--- config.mk ---
export PLATFORM = sky130hd
export DESIGN_NAME = display_resultado_division
export DESIGN_NICKNAME = d
export VERILOG_FILES = /design/src/rtl/display_resultado_division.sv
export SDC_FILE = /design/constraint.sdc
export NUM_CORES = 1
export LEC_CHECK = 0
export CAP_MARGIN = 20
export CORE_ASPECT_RATIO = 1.75
export CORE_MARGIN = 2
export CORE_UTILIZATION = 40
export DETAILED_ROUTE_END_ITERATION = 16
export GPL_TIMING_DRIVEN = 0
export PLACE_DENSITY_LB_ADDON = 0.25
export SLEW_MARGIN = 20
export SYNTH_ARGS = -nofsm -noshare
export SYNTH_HDL_FRONTEND = slang
export SYNTH_SLANG_ARGS = --single-unit
export TNS_END_PERCENT = 30
--- constraint.sdc ---
create_clock -name clk -period 1.9 [get_ports clk]
set_input_delay 0.38 -clock clk [delete_from_list [all_inputs] [get_ports clk]]
set_output_delay 0.38 -clock clk [all_outputs]
set_load 0.01 [all_outputs]
--- src/rtl/display_resultado_division.sv ---
// Converts the divider's quotient/remainder to BCD with a sequential double-dabble
// and scans them onto a 4-digit multiplexed active-low 7-segment display.
module display_resultado_division #(
  parameter int unsigned REFRESH_DIV = 50000
) (
  input  logic        clk,
  input  logic        rst,
  input  logic        done,
  input  logic [6:0]  cociente,
  input  logic [6:0]  resto,
  input  logic        sel_resto,
  output logic        busy,
  output logic        bcd_valid,
  output logic [11:0] bcd_coc,
  output logic [11:0] bcd_res,
  output logic [3:0]  anodo,
  output logic [6:0]  seg
);

  localparam int unsigned BIN_W  = 7;
  localparam int unsigned BCD_W  = 12;
  localparam int unsigned ITER_W = 3;
  localparam int unsigned REF_W  = (REFRESH_DIV > 1) ? $clog2(REFRESH_DIV) : 1;

  localparam logic [6:0] SEG_BLANK = 7'b1111111;
  localparam logic [6:0] SEG_C     = 7'b1000110;
  localparam logic [6:0] SEG_R     = 7'b0101111;

  typedef enum logic [1:0] {IDLE, CONV, STORE} state_t;

  state_t              state_q, state_d;
  logic [BIN_W-1:0]    bin_coc, bin_res;
  logic [BCD_W-1:0]    work_coc, work_res;
  logic [BCD_W-1:0]    adj_coc_c, adj_res_c;
  logic [ITER_W-1:0]   iter;
  logic [REF_W-1:0]    ref_cnt;
  logic [1:0]          idx;
  logic [BCD_W-1:0]    sel_val_c;
  logic [6:0]          seg_c;

  // Add-3 correction on every BCD nibble that is 5 or more
  function automatic logic [11:0] dabble_adj(input logic [11:0] v);
    logic [11:0] r;
    r = v;
    for (int i = 0; i < 3; i++) begin
      if (v[4*i +: 4] >= 4'd5) r[4*i +: 4] = v[4*i +: 4] + 4'd3;
    end
    return r;
  endfunction

  function automatic logic [6:0] digit_seg(input logic [3:0] d);
    case (d)
      4'd0:    digit_seg = 7'b1000000;
      4'd1:    digit_seg = 7'b1111001;
      4'd2:    digit_seg = 7'b0100100;
      4'd3:    digit_seg = 7'b0110000;
      4'd4:    digit_seg = 7'b0011001;
      4'd5:    digit_seg = 7'b0010010;
      4'd6:    digit_seg = 7'b0000010;
      4'd7:    digit_seg = 7'b1111000;
      4'd8:    digit_seg = 7'b0000000;
      4'd9:    digit_seg = 7'b0010000;
      default: digit_seg = SEG_BLANK;
    endcase
  endfunction

  always_ff @(posedge clk or negedge rst) begin
    if (!rst) state_q <= IDLE;
    else      state_q <= state_d;
  end

  // Next state: done is only honoured in IDLE; seven iterations then store
  always_comb begin
    state_d = state_q;
    case (state_q)
      IDLE:    if (done) state_d = CONV;
      CONV:    if (iter == ITER_W'(6)) state_d = STORE;
      STORE:   state_d = IDLE;
      default: state_d = IDLE;
    endcase
  end

  assign adj_coc_c = dabble_adj(work_coc);
  assign adj_res_c = dabble_adj(work_res);

  // Conversion datapath and result registers
  always_ff @(posedge clk or negedge rst) begin
    if (!rst) begin
      busy      <= 1'b0;
      bcd_valid <= 1'b0;
      bcd_coc   <= '0;
      bcd_res   <= '0;
      bin_coc   <= '0;
      bin_res   <= '0;
      work_coc  <= '0;
      work_res  <= '0;
      iter      <= '0;
    end else begin
      busy      <= (state_d != IDLE);
      bcd_valid <= (state_q == STORE);
      case (state_q)
        IDLE: begin
          if (done) begin
            bin_coc  <= cociente;
            bin_res  <= resto;
            work_coc <= '0;
            work_res <= '0;
            iter     <= '0;
          end
        end
        CONV: begin
          work_coc <= {adj_coc_c[BCD_W-2:0], bin_coc[BIN_W-1]};
          work_res <= {adj_res_c[BCD_W-2:0], bin_res[BIN_W-1]};
          bin_coc  <= {bin_coc[BIN_W-2:0], 1'b0};
          bin_res  <= {bin_res[BIN_W-2:0], 1'b0};
          iter     <= iter + ITER_W'(1);
        end
        STORE: begin
          bcd_coc <= work_coc;
          bcd_res <= work_res;
        end
        default: ;
      endcase
    end
  end

  // Refresh timer and digit index
  always_ff @(posedge clk or negedge rst) begin
    if (!rst) begin
      ref_cnt <= '0;
      idx     <= '0;
    end else if (ref_cnt == REF_W'(REFRESH_DIV - 1)) begin
      ref_cnt <= '0;
      idx     <= idx + 2'd1;
    end else begin
      ref_cnt <= ref_cnt + REF_W'(1);
    end
  end

  // Digit content with leading-zero blanking
  always_comb begin
    sel_val_c = sel_resto ? bcd_res : bcd_coc;
    seg_c     = SEG_BLANK;
    case (idx)
      2'd3: seg_c = sel_resto ? SEG_R : SEG_C;
      2'd2: seg_c = (sel_val_c[11:8] == 4'd0) ? SEG_BLANK : digit_seg(sel_val_c[11:8]);
      2'd1: seg_c = (sel_val_c[11:4] == 8'd0) ? SEG_BLANK : digit_seg(sel_val_c[7:4]);
      default: seg_c = digit_seg(sel_val_c[3:0]);
    endcase
  end

  always_ff @(posedge clk or negedge rst) begin
    if (!rst) begin
      anodo <= 4'b1111;
      seg   <= SEG_BLANK;
    end else begin
      anodo <= ~(4'b0001 << idx);
      seg   <= seg_c;
    end
  end

endmodule

==> key figures <==
Global routing
  • Largest net degree at the start of global routing: 60
  • Vias in the first global route: 4453
  • Total congestion overflow: 0
  • First-pass GRT wire length: approximately 22 mm
  • Initial antenna violation count: 0
  • GR Util All Layers: 0.193

Clocking
  • H-tree depth: 3
  • CTS tree: built
  • Clock Latency Late Sink: roughly 340 ps
  • Clk buf depth: 2
  • CTS root buffer: clkbuf_16
  • Reg clk slew, reported paths: around 70 ps
  • Clock buffer count from CTS: 9
  • Clk sink count: 98

Worst setup path
  • Reg2reg start: bcd_res[9]$_DFFE_PN0P_
  • Slowest stage cell on the critical path: dfrtp_2
  • Crit. End Element: flip-flop
  • CP delay by family, top: compound AO/OA/AOI/OAI gates
  • Worst EP required: around 2200 ps
  • Crit Path Category: reg -> reg
  • CP Max Fanout: 4
  • Cells along the critical path: mux2i_4, ha_4, buf_12, buf_6, nor4b_2, a221o_1, a221oi_4, nor2_1, a22oi_2
  • Worst Path Arrival: about 2300 ps
  • Max incr delay on CP: between 400 and 500 ps
  • Bufs and invs on worst path: 2
  • Startpoint Class: flip-flop
  • Critical path startpoint: bcd_res[9]$_DFFE_PN0P_

Floorplan
  • IO Pins: 55
  • Chip Height: ~160 um
  • Die Wd: approximately 90 um
  • Die area: around 0.015 mm^2
  • Core area: between 0.01 and 0.015 mm^2
  • Initial core utilization: 0.407
  • Std cell rows: 56

Yosys
  • Post-Syn Instances: around 550
  • Distinct cells, synth: 53
  • Synth Flop Type: dfrtp_1
  • Post-synthesis sequential area ratio: 0.455
  • Post-synth net total: around 600
  • Synthesis Warnings: 0
  • EDFF count, synth: 0
  • Average size of a mapped cell: around 9.9 um^2
  • FFs w/ async S/R, synth: 1.00
  • Netlist Area Pre-Place: 0.00542 mm^2
  • #FFs+latches synth: between 90 and 100

Place
  • Gpl congestion: roughly 0.95
  • Dpl hpwl: between 10 and 15 mm
  • Placed cell area: around 0.0063 mm^2
  • Pre-CTS WS: -873 ps
  • Port Buf Inserts: 53

Min path
  • Hold_sp: bin_coc[6]$_DFFE_PN0P_
  • Min-Delay Path Class: reg -> reg

Detailed routing
  • Via count: ~4400
  • WL final: 13.7 mm
  • Drt drc: 0
  • Antenna-violating nets left: 0
  • Wire length per cell: ~17 um
  • DR iter-0 viols: approximately 150
  • Vias per cell: around 5.4
  • DR pass1 iterations: 4

Timing
  • Worst Hold Slack: a little under 500 ps
  • Clock period minus worst slack: 2020 ps
  • Setup violators final: 6
  • Fin. Hold Viols: 0
  • Final cycle utilization of the critical path: 1.07
  • Slew HR: 0.607
  • Worst Skew: slightly above 9 ps
  • RSZ-0062 raised after global routing: yes
  • Peak Freq: approximately 490 MHz
  • Post-route setup slack: -124 ps
  • Final Max Tran Viols: 0
  • Worst-Margin Slew: ~590 ps

Final layout
  • Finished Cell Area: between 0.006 and 0.007 mm^2
  • Layout cells sized above 1: 0.186
  • Nets: roughly 700
  • Area Overhead vs Synth: 27.1%
  • Ant diodes: 0
  • Final core utilization: 0.518

Status
  • Failing checks: negative setup slack
  • Status: finished, violations left

Power
  • Peak VDD IR: 0.809 mV
  • P per Cell Area: around 1500 mW/mm^2
  • Total power: 10.6 mW
  • Leak: around 3.0 nW

Job
  • Maxcap violations: 0
## kinds of logic (layout without fill, tap and decap cells)
logic type	count (synthesis)	count (layout)	synth area share
simple gates	148	148	0.128
compound gates	135	135	0.161
flops	98	98	0.455
buf+inv	61	150	0.0480
mux	42	42	0.0831
fa+ha+maj	35	35	0.0808
xor+xnor	27	27	0.0436
## worst paths after layout
check                                          end  slack (ps)  depth (start not counted)
setup / recovery                  seg[4]$_DFF_PN1_        -120                          9
max in group asynchronous   bcd_res[7]$_DFFE_PN0P_         750                          3
hold / removal             work_coc[0]$_DFFE_PN0P_         490                          2
min in group asynchronous  work_res[2]$_DFFE_PN0P_         530                          2
setup reg to reg                  seg[4]$_DFF_PN1_        -120                          9
hold reg to reg            work_coc[0]$_DFFE_PN0P_         490                          2
## area by class of cell
| cell class | count | area (um^2) |
|---|---|---|
| plain buffers | 26 | 159 |
| clock buffers | 10 | 239 |
| clock inverters | 6 | 72.6 |
| fillers | 1242 | 6420 |
| inverters | 34 | 128 |
| multi-input cells | 387 | 2870 |
| flip-flops and latches | 98 | 2480 |
| well taps | 174 | 218 |
| repair buffers | 74 | 732 |
## metal layers
layer,vias up,track usage,wire length [um]
li1,2095,-,-
met1,2142,0.190,4980
met2,98,0.368,7750
met3,38,0.0295,350
met4,0,0.129,663
met5,-,0,0
## flip-flops by register name (all words and copies together) (netlist names), 2 cells and up
register  count
anodo         4
bcd_coc      12
bcd_res      12
bin_coc       7
bin_res       7
idx           2
iter          3
ref_cnt      16
seg           7
state_q       2
work_coc     12
work_res     12
## where the power goes
group	leakage (nW)	internal [mW]	switching, mW	total (mW)
Clock	0.155	1.07	0.829	1.90
Combinational	1.56	2.48	2.76	5.25
Sequential	1.25	2.80	0.679	3.48
Total	2.97	6.36	4.27	10.6
## through the flow
| stage | TNS [ps] | instances |
|---|---|---|
| finish | -385 | 809 |
| global route | -1910 | 809 |
| CTS | -715 | 803 |
| detailed placement | -11970 | 774 |
| global placement | -313880 | 773 |
| floorplan | -2520 | 546 |
## timing repair
action | 4_1_cts | 5_1_grt
pin swaps | 14 | 8
resized for setup | 14 | 28
setup buffers | 12 | 7
hold buffers | 1 | 0
endpoints found under the hold margin | 29 | 0
endpoints found under the setup margin | 18 | 22
## cell usage after synthesis, types with 3 or more instances
cell,number,share of area
nor2_1,40,0.028
a21oi_1,21,0.019
dfrtp_1,87,0.40
o31ai_1,11,0.015
mux2_2,17,0.035
a211oi_1,6,0.0083
xnor2_1,16,0.026
o32ai_1,5,0.0081
nand4_1,3,0.0035
o22ai_1,15,0.017
xor2_1,11,0.018
nor3_1,5,0.0046
nand3_1,8,0.0074
nor2b_1,7,0.0081
nand2b_1,9,0.010
o21ai_1,4,0.0037
dfstp_2,11,0.053
o21ai_0,43,0.040
a22oi_1,4,0.0055
a221oi_1,4,0.0065
ha_1,35,0.081
inv_1,34,0.024
buf_6,3,0.0062
mux2i_1,23,0.042
a32o_1,6,0.011
buf_2,7,0.0065
or3_1,4,0.0046
clkbuf_1,16,0.011
nand2_1,59,0.041
## placed cells by master (no fill, tap or decap), drive strengths merged, types with 8 or more instances in the layout
| cell | count |
|---|---|
| xnor2 | 16 |
| o31ai | 11 |
| mux2 | 18 |
| nand3 | 8 |
| ha | 35 |
| nand2 | 59 |
| o22ai | 15 |
| clkbuf | 25 |
| dfrtp | 87 |
| nor2 | 40 |
| inv | 36 |
| clkdlybuf4s50 | 52 |
| mux2i | 24 |
| buf | 32 |
| a21oi | 22 |
| o21ai | 48 |
| xor2 | 11 |
| nand2b | 9 |
| dfstp | 11 |
## tightest hold or removal path: stages (launching register included)
cell	delay (ps)
dfrtp_1	350
nand2_1	50
o31ai_1	60
(Power assumes the default switching activity.)
==> RTL edit 1, RTL diff (same settings) <==
Re-encode `state_t` (3 states) as one-hot, 3 bits wide.
--- a/src/rtl/display_resultado_division.sv
+++ b/src/rtl/display_resultado_division.sv
@@ -28,3 +28,3 @@
 
-  typedef enum logic [1:0] {IDLE, CONV, STORE} state_t;
+  typedef enum logic [2:0] {IDLE = 3'b001, CONV = 3'b010, STORE = 3'b100} state_t;
 
Formal check against the unedited RTL: same outputs for any inputs over 10 cycles, from zero or initial values and one cycle with rst low; not proved beyond that.
==> RTL edit 1 against the original RTL <==
  * Worst setup slack better by 0.13 ns
  * Area after synthesis is 0.28% higher
  * Final area is 0.58% lower
  * Routed wire length is 0.63% higher
  * First-iteration DRC count is 10% higher
  * Non-clock buffer count is 6 lower
  * Sequential cell count is 1 higher
Power is not compared: it rests on default switching activity, and its combinational part moved more than twofold at a synthesized area within 25%.
==> RTL edit 1: results (changes against the original RTL) <==
* Reg2reg path depth at 7 (-2)
* DP HPWL at 10,230 um (+1.7%)
* Vias in the first global route at 4,394 (-1.3%)
* Non-CTS buffers at 94 (-6.0%)
* Metal-1 WL at 4964 um (-0.34%)
* Met3 Track Usage GR at 0.02856 (-0.0009519)
* Post-CTS resize count at 20 (+6)
* Synth cell count leaders: dfrtp_1, o21ai_0, nand2_1
* Largest net degree at the start of global routing at 66 (+10%)
* Relative slew slack at 0.6197 (+0.01282)
* Gp weighted congestion at 1.018 (+7.8%)
* CP endpoint: seg[6]
* Crit-path max FO at 5 (+1)
* Ranking of synthesized cells by area: dfrtp_1, ha_1, dfstp_2
* CP arrival at 2.14 ns (-0.14 ns)
* Pre-CTS setup slack at -0.6186 ns (+0.2542 ns)
* # nets final at 655 (-4.1%)
* First-pass GRT wire length at 22,290 um (+1.2%)
* Power Total at 0.005646 W
* Non-clock buffers, area share at 0.1268 (-0.002532)
* Tcrit/Tclk final at 0.9970 (-0.06842)
* Hold EP: bin_res[1]
* Register-to-register setup slack at 0.006 ns (+0.13 ns)
* Final WL at 13,830 um (+0.63%)
* Met2 Resource Use GR at 0.3789 (+0.01085)
* Worst r2r src: bcd_coc[5]
* Status: completed
* CP max stage cell: dfrtp_1
* Total GRT Usage at 0.1974 (+0.003976)
* Die area at 0.01458 mm2 (+0.26%)
* Seq area share at 0.3653 (+0.005937)
* Syn nets at 573 (-4.3%)
* Fill cell count at 1,202 (-3.2%)
* Sequential cell area fraction in the yosys report at 0.4585 (+0.003577)
==> RTL edit 1: cell count changes after synthesis, moves of 4 or more <==
cell and change:
o211ai_1 +4, buf_4 +4, a22o_1 +6, mux2_2 +10, nand2_1 -15, o31ai_1 -4
clkbuf_1 -6, nor3_1 +5, a21oi_1 -7, or3_1 -4, nor2_1 -12, o22ai_1 -7
==> RTL edit 1: cells by family after synthesis <==
group | synth area share
muxes | 0.09827
AOI/OAI and AO/OA | 0.1491
and+or+nand+nor | 0.1208
xor gates and xnor gates | 0.04189
buffers and inverters | 0.05086
adders and majority gates | 0.08055
DFF | 0.4585
==> RTL edit 1: worst register-to-register path, stage by stage (launching register included) <==
cell,delay [ns]
dfrtp_1,0.44
mux2i_4,0.23
inv_1,0.12
ha_1,0.23
o211ai_1,0.26
nand3_1,0.15
a31oi_2,0.23
a22oi_1,0.14
==> RTL edit 2, RTL diff (same settings) <==
Made on the original files. `ITER_W`: 3 -> 6.
--- a/src/rtl/display_resultado_division.sv
+++ b/src/rtl/display_resultado_division.sv
@@ -21,3 +21,3 @@
   localparam int unsigned BCD_W  = 12;
-  localparam int unsigned ITER_W = 3;
+  localparam int unsigned ITER_W = 6;
   localparam int unsigned REF_W  = (REFRESH_DIV > 1) ? $clog2(REFRESH_DIV) : 1;
Formal check against the unedited RTL: same outputs for any inputs over 10 cycles, from zero or initial values and one cycle with rst low; that may be too few to reach the edited logic, so the function may still have changed.
==> RTL edit 2 against the original RTL <==
  * The flow still finishes with violations (negative setup slack)
  * Largest power group unchanged
  * Largest cell class unchanged
  * Critical path depth grew 2
  * Total power down 5.2%
  * Routed wire length increased by 1.2%
  * Worst setup slack improved by 0.0094 ns
  * Area after synthesis increased by 1.6%
  * Final area up 1.1%
  * Clock power shrank 8%
  * Core utilization hardly changed
  * Sequential cell count grew 3
==> RTL edit 2: results (changes against the original RTL) <==
* Share of cells above drive strength 1 at 0.1859 (about the same)
* Pre-antenna DRT Iters at 7 (+3)
* Synth cell count leaders: dfrtp_1, nor2_1, o21ai_0
* WL per Instance at 16.85 um (-0.80%)
* CTS H-Tree Depth at 3 (unchanged)
* Syn Area/Cell at 9.928 um2 (about the same)
* Antenna violations before repair at 0 (unchanged)
* Max FFs per register at 16 (unchanged)
* CTS buffer count at 9 (unchanged)
* Worst-path clk slew at 0.07 ns (about the same)
* Placed inst area at 0.006330 mm2 (+0.82%)
* Largest net degree at the start of global routing at 69 (+15%)
* CTS root buf: clkbuf_16
* Relative slew slack at 0.5199 (-0.08696)
* Ranking of synthesized cells by area: dfrtp_1, ha_1, dfstp_2
* First-pass GRT wire length at 22,850 um (+3.7%)
* Sequential cell area fraction in the yosys report at 0.4612 (+0.006291)
* Total GRT Usage at 0.1961 (+0.002666)
* # nets final at 700 (+2.5%)
* Gp weighted congestion at 0.8574 (-9.3%)
* Setup WS post-layout at -0.1148 ns (+0.009440 ns)
* Dpl cells at 783 (+1.2%)
* Fill cell count at 1,230 (-0.97%)
* Fin cells at 825 (+2.0%)
* Final setup violation count at 5 (-1)
* Failing checks: negative setup slack
* Mean number of vias per cell at 5.399 (-0.12%)
* Largest Register: ref_cnt
* Reg2reg path depth at 8 (-1)
* EDFF count, synth at 0 (unchanged)
* Drt initial violations at 137 (-10%)
* Synth unique cells at 60 (+13%)
* Min-Delay Path Class: in2async
* Max Root-Sink Buffers at 2 (unchanged)
* Crit-path max FO at 4 (unchanged)
* FFs w/ async S/R, synth at 1.000 (unchanged)
* Syn nets at 609 (+1.7%)
* DP HPWL at 10,160 um (+0.98%)
* Status: complete, but fails checks
* Fin Clk Skew at 0.01045 ns (+0.001206 ns)
* Peak VDD IR at 1069 uV (+32%)
* Vias in the first global route at 4,581 (+2.9%)
* Leakage at 2.998 nW (+1.1%)
-- RTL edit 2: final cells by class --
class	instances	area, um2	area share
Inverter	32	120.1	0.01725
Timing Repair Buffer	80	769.5	0.1105
Sequential cell	101	2550	0.3662
Clock buffer	10	229.0	0.03288
Clock inverter	6	46.29	0.006649
Buffer	25	172.7	0.02480
Multi-Input combinational cell	397	2858	0.4104
Tap cell	174	217.7	0.03127
-- RTL edit 2: what timing repair did --
item	4_1_cts	5_1_grt
pin swaps	8	12
resized for setup	19	25
hold buffers	1	0
hold endpoints to repair	22	0
buffers inserted	12	13
endpoints found under the setup margin	10	33
-- RTL edit 2: worst max-delay path: stages --
cell	delay, ns
buf_12	0.10
buf_12	0.13
buf_12	0.13
mux2i_4	0.19
ha_4	0.18
buf_4	0.13
nor4b_1	0.39
a221oi_2	0.05
o221a_2	0.28
a211oi_1	0.22
a21oi_1	0.07
-- RTL edit 2: cells by family after synthesis --
family          Yosys count  synth area share
fa+ha+maj                36           0.08174
simple gates            169            0.1533
buf+inv                  57           0.04519
flops                   101            0.4612
compound gates          136            0.1564
xor+xnor                 26           0.04133
mux                      30           0.06085
-- RTL edit 2: worst paths after layout --
kind	startpoint	to	slack [ns]
max in group asynchronous	rst	bcd_coc[6]	0.77
min reg2reg	ref_cnt[0]	ref_cnt[0]	0.49
min in group clk	ref_cnt[0]	ref_cnt[0]	0.49
min	rst	ref_cnt[8]	0.49
max	sel_resto	seg[4]	-0.11
max reg2reg	bcd_coc[9]	seg[4]	-0.05
-- RTL edit 2: metal layers --
metal | global-route usage | wire length, um | up-vias
met5 | 0 | 0 | -
met4 | 0.08890 | 483 | 0
met3 | 0.03218 | 370 | 29
met2 | 0.3636 | 7713 | 104
met1 | 0.2140 | 5336 | 2166
li1 | - | - | 2155
-- RTL edit 2: per-stage QoR --
stage	util	worst slack (ns)	TNS [ns]
2_1_floorplan	-	-0.2969	-1.720
3_3_place_gp	0.4684	-3.401	-339.16
3_5_place_dp	0.4705	-0.6262	-10.64
4_1_cts	0.5040	-0.1268	-0.3593
5_1_grt	0.5176	-0.1671	-0.6340
6_report	0.5176	-0.1148	-0.2127
-- RTL edit 2: report_power, final --
group,internal [W],switching (W),leakage [nW]
clock,0.000901,0.000835,0.135
sequential,0.00289,0.000680,1.27
combinational,0.00222,0.00255,1.59
